[config.mk]
export PLATFORM = sky130hd
export DESIGN_NAME = sys_arr_feeder
export DESIGN_NICKNAME = d
export VERILOG_FILES = /design/src/rtl/sys_arr_feeder.sv
export SDC_FILE = /design/constraint.sdc
export NUM_CORES = 1
export LEC_CHECK = 0
export CORE_MARGIN = 1.5
export CORE_UTILIZATION = 30
export CTS_CLUSTER_DIAMETER = 30
export DETAILED_ROUTE_END_ITERATION = 16
export PLACE_DENSITY_LB_ADDON = 0.1
export RECOVER_POWER = 100
export SLEW_MARGIN = 40
export SYNTH_ARGS = -nofsm -noshare
export SYNTH_HDL_FRONTEND = slang
export SYNTH_SLANG_ARGS = --single-unit
[constraint.sdc]
create_clock -name clk -period 1.1 [get_ports clk]
set_input_delay 0.11 -clock clk [delete_from_list [all_inputs] [get_ports clk]]
set_output_delay 0.11 -clock clk [all_outputs]
set_load 0.02 [all_outputs]
[src/rtl/sys_arr_feeder.sv]
// sys_arr_feeder: skews column vectors onto systolic-array rows; SYS_ARR_FEEDER_STALL_CNT_EN adds stall_cnt.
module sys_arr_feeder #(
  parameter int width_height = 2
) (
  input  logic                      clk,
  input  logic                      reset,
  input  logic                      in_valid,
  output logic                      in_ready,
  input  logic [8*width_height-1:0] in_data,
  input  logic                      in_last,
  output logic [8*width_height-1:0] datain,
  output logic                      active,
  output logic                      busy,
  output logic                      done
`ifdef SYS_ARR_FEEDER_STALL_CNT_EN
  ,
  output logic [15:0]               stall_cnt
`endif
);
  localparam int CW = $clog2(width_height) + 1;
  localparam logic [CW-1:0] DRAIN_LD = (width_height > 1) ? CW'(width_height - 2) : '0;
  typedef enum logic [1:0] {IDLE, STREAM, DRAIN} state_t;
  state_t        state_q;
  logic [CW-1:0] cnt_q;
  logic          done_q, active_q;
  logic          acc;
  assign in_ready = (state_q != DRAIN) && !reset;
  assign acc      = in_valid && in_ready;
  assign busy     = state_q != IDLE;
  assign done     = done_q;
  assign active   = active_q;
  always_ff @(posedge clk or posedge reset)
    if (reset) begin
      state_q  <= IDLE;
      cnt_q    <= '0;
      done_q   <= 1'b0;
      active_q <= 1'b0;
    end else begin
      active_q <= acc;
      done_q   <= 1'b0;
      case (state_q)
        IDLE, STREAM:
          if (acc && in_last) begin
            // a single-row array has nothing left in flight, so it finishes at once
            if (width_height == 1) begin
              state_q <= IDLE;
              done_q  <= 1'b1;
            end else begin
              state_q <= DRAIN;
              cnt_q   <= DRAIN_LD;
            end
          end else if (acc) state_q <= STREAM;
        default:
          if (cnt_q == '0) begin
            state_q <= IDLE;
            done_q  <= 1'b1;
          end else cnt_q <= cnt_q - 1'b1;
      endcase
    end
`ifdef SYS_ARR_FEEDER_STALL_CNT_EN
  logic [15:0] stall_q;
  assign stall_cnt = stall_q;
  always_ff @(posedge clk or posedge reset)
    if (reset) stall_q <= '0;
    else if (state_q == IDLE && acc) stall_q <= '0;
    else if (state_q == STREAM && !in_valid && stall_q != '1) stall_q <= stall_q + 16'd1;
`endif
  // row g sits behind g+1 registers; bubbles push zeros
  for (genvar g = 0; g < width_height; g++) begin : g_lane
    logic [7:0] sr_q [0:g];
    always_ff @(posedge clk or posedge reset)
      if (reset) begin
        for (int k = 0; k <= g; k++) sr_q[k] <= '0;
      end else begin
        sr_q[0] <= acc ? in_data[8*g+:8] : 8'h00;
        for (int k = 1; k <= g; k++) sr_q[k] <= sr_q[k-1];
      end
    assign datain[8*g+:8] = sr_q[g];
  end
endmodule

==> flow_summary.json <==
{
  "status": "finished with violations",
  "violations": "negative setup slack",
  "r2r_cells": 6,
  "synth_edf_count": 0,
  "detailed_place_hpwl_um": 1200,
  "clk_pin_slew_ns": 0.06,
  "finalSetupViolCount": 18,
  "row_count": 21,
  "ys_ff_latch": 30,
  "layout-area-overhead-vs-synth_pct": 52.0,
  "grt_pass1_wl_um": 3060,
  "min-delay-start": "g_lane[1].sr_q[8]",
  "cp_max_fo": 3,
  "gp_congestion": 0.666,
  "cts_tree": "done",
  "ant_nets": 0,
  "drive_above_1_share_pct": 34.1,
  "ys_types": 17,
  "finalCritPeriodShare_pct": 112,
  "post_dp_cell_area_um2": 1520,
  "grt_max_degree": 31,
  "io_buffer_count": 39,
  "grt_pass1_vias": 703,
  "fin_nets": 146,
  "slew_headroom_pct": 52.5,
  "synth_top_cell_by_area": "dfrtp_1",
  "ys.flop_type": "dfrtp_1",
  "worstHoldEndpoint": "datain[8]",
  "hold_path_depth": 0,
  "nFillCells": 321,
  "stdcell_area_um2": 1680,
  "slew_violations": 0,
  "tightestPinTransition_ns": 0.713,
  "cp.required_ns": 0.99,
  "start_util_pct": 32.2,
  "first_pass_iters": 2,
  "viasPerCell": 4.01,
  "r2r_start": "state_q[0]",
  "wirelength_um": 1930,
  "r2r_end": "g_lane[0].sr_q[4]",
  "cp-end-kind": "output pin",
  "coreArea_um2": 3440,
  "drv_cap": 0,
  "synthTopCellsByCount": "30 x dfrtp_1, 16 x and2_2, 8 x buf_4",
  "finalHoldViolations": 0,
  "netlist_instances": 79,
  "ios": 40,
  "grt-ovfl-total": 0,
  "cts_buffer_depth": 2,
  "ff2ff_setup_slack_ns": -0.06,
  "fin_crit_ns": 1.24,
  "cp_data_arrival_time_ns": 1.13,
  "pre_cts_slack_ns": -0.296,
  "yosysWarnings": 0,
  "synth_top_area_share_pct": 67.8,
  "fin_ws_ns": -0.137,
  "fin_worst_skew_ns": 0.00385,
  "dieArea_um2": 4060,
  "rsz0062_at_grt": "true",
  "initialDrtViolationCount": 25,
  "fin_cells": 172,
  "ctsHoldBuffers": 0,
  "dp.cells": 158,
  "async_flop_share_pct": 100,
  "hp-class": "reg2reg",
  "cts-root-buf": "clkbuf_8",
  "dieHeight_um": 63.8,
  "cts_made_buffers": 5,
  "critPathKind": "reg2out",
  "worstSkewPairLatency_ns": 0.27,
  "cts_max_level": 2,
  "ir_worst_vdd_mv": 0.702,
  "gr-usage-all-layers_pct": 10.3,
  "num_vias": 690,
  "fmax_mhz": 809,
  "syn_area_um2": 1110,
  "synth_nets": 100,
  "synth.yosys.seq_area_share_pct": 67.8,
  "antenna_found_initial": 0,
  "yosys-top-cells-area": "dfrtp_1 68%, and2_2 11%, buf_4 5.4%, nor2b_4 2.5%, buf_6 2.0%",
  "cp-startpoint": "state_q[0]",
  "drc": 0,
  "syn_area_per_cell_um2": 14.0,
  "powerDensity_nw_per_um2": 1860,
  "p_leak_nw": 0.863,
  "wire_per_inst_um": 11.2,
  "synth_most_common_cell": "dfrtp_1",
  "n_antenna_cell": 0,
  "cp-start-kind": "flop",
  "die_width_um": 63.8,
  "cts.sinks": 30
}
## metrics by stage
stage	utilization, %	hold WS, ns	total power, mW	setup TNS (ns)
finish	48.9	0.346	3.13	-1.19
global route	48.9	0.357	3.31	-1.90
CTS	46.5	0.246	2.91	-1.53
detailed placement	44.0	0.336	2.02	-5.28
global placement	44.0	0.331	2.01	-5.14
floorplan	-	0.201	1.75	0
## placed cells by master, fill, tap and decap left out
| cell | netlist | final |
|---|---|---|
| inv_1 | 3 | 2 |
| inv_2 | 0 | 1 |
| nor2_4 | 0 | 1 |
| nand3b_1 | 2 | 2 |
| ha_4 | 0 | 1 |
| clkbuf_2 | 0 | 2 |
| a21oi_2 | 0 | 1 |
| nand2_1 | 3 | 3 |
| and2_0 | 0 | 1 |
| nor2_1 | 2 | 1 |
| mux2i_1 | 2 | 2 |
| or2_2 | 1 | 1 |
| buf_6 | 2 | 6 |
| clkdlybuf4s15_1 | 0 | 2 |
| buf_4 | 8 | 4 |
| clkbuf_8 | 0 | 6 |
| and2b_1 | 1 | 1 |
| clkinv_2 | 0 | 1 |
| dfrtp_1 | 30 | 30 |
| dlygate4sd2_1 | 0 | 16 |
| o21ai_0 | 3 | 3 |
| clkdlybuf4s50_1 | 0 | 19 |
| and2_4 | 0 | 16 |
| clkbuf_1 | 0 | 1 |
| nor2b_4 | 2 | 2 |
| xnor2_2 | 0 | 1 |
## how the worst max path moves through the flow
| stage | to | slack (ns) | cells past startpoint |
|---|---|---|---|
| 2_1_floorplan | g_lane[0].sr_q[5] | 0.04 | 5 |
| 3_3_place_gp | in_ready | -0.28 | 3 |
| 3_5_place_dp | in_ready | -0.30 | 3 |
| 4_1_cts | busy | -0.14 | 2 |
| 5_1_grt | in_ready | -0.19 | 4 |
| 6_report | in_ready | -0.14 | 4 |
## area by class of cell
type | instances | area [um^2] | share of cell area [%]
clock buffers | 7 | 86.3 | 5.13
clock inverters | 1 | 5.00 | 0.297
inverters | 3 | 11.3 | 0.669
multi-input cells | 36 | 314 | 18.7
flip-flops and latches | 30 | 751 | 44.6
well taps | 46 | 57.6 | 3.42
repair buffers | 49 | 458 | 27.2
## worst max-delay path, stage by stage (launching register included)
cell,delay [ns]
dfrtp_1,0.40
buf_6,0.13
nor2b_4,0.12
nor2_1,0.05
buf_4,0.15
## kinds of logic (layout without fill, tap and decap cells)
| logic type | count (synthesis) | after routing | share of synthesized area, % |
|---|---|---|---|
| adders and majority gates | 1 | 1 | 1.13 |
| muxes | 2 | 2 | 1.81 |
| and+or+nand+nor | 28 | 28 | 18.2 |
| DFF | 30 | 30 | 67.8 |
| buffers and inverters | 13 | 60 | 8.47 |
| AOI/OAI and AO/OA | 4 | 4 | 1.81 |
| xor gates and xnor gates | 1 | 1 | 0.791 |
## where the power goes
group,internal [mW],switching (mW),total [mW]
logic,0.543,0.424,0.967
clock network,0.503,0.376,0.879
registers,1.23,0.0590,1.28
## sequential cells by signal, indices dropped and copies added, names as in the netlist
register / count
active: 1
state_q: 2
cnt_q: 2
datain: 8
done: 1
g_lane.sr_q: 16
## repair_timing
| item | 4_1_cts | 5_1_grt |
|---|---|---|
| pin swaps | 0 | 17 |
| endpoints found under the setup margin | 36 | 24 |
| setup buffers | 3 | 4 |
| resized for setup | 29 | 32 |
| gates cloned | 0 | 1 |
## routing by layer
layer  track usage, %  vias to the layer above  wire, um
met1             10.5                      329       771
li1                 -                      327         -
met3             4.40                        7       140
met2             16.8                       27       964
met4             7.34                        0        52
met5                0                        -         0
Note: power is estimated with default switching activity, not from simulation.
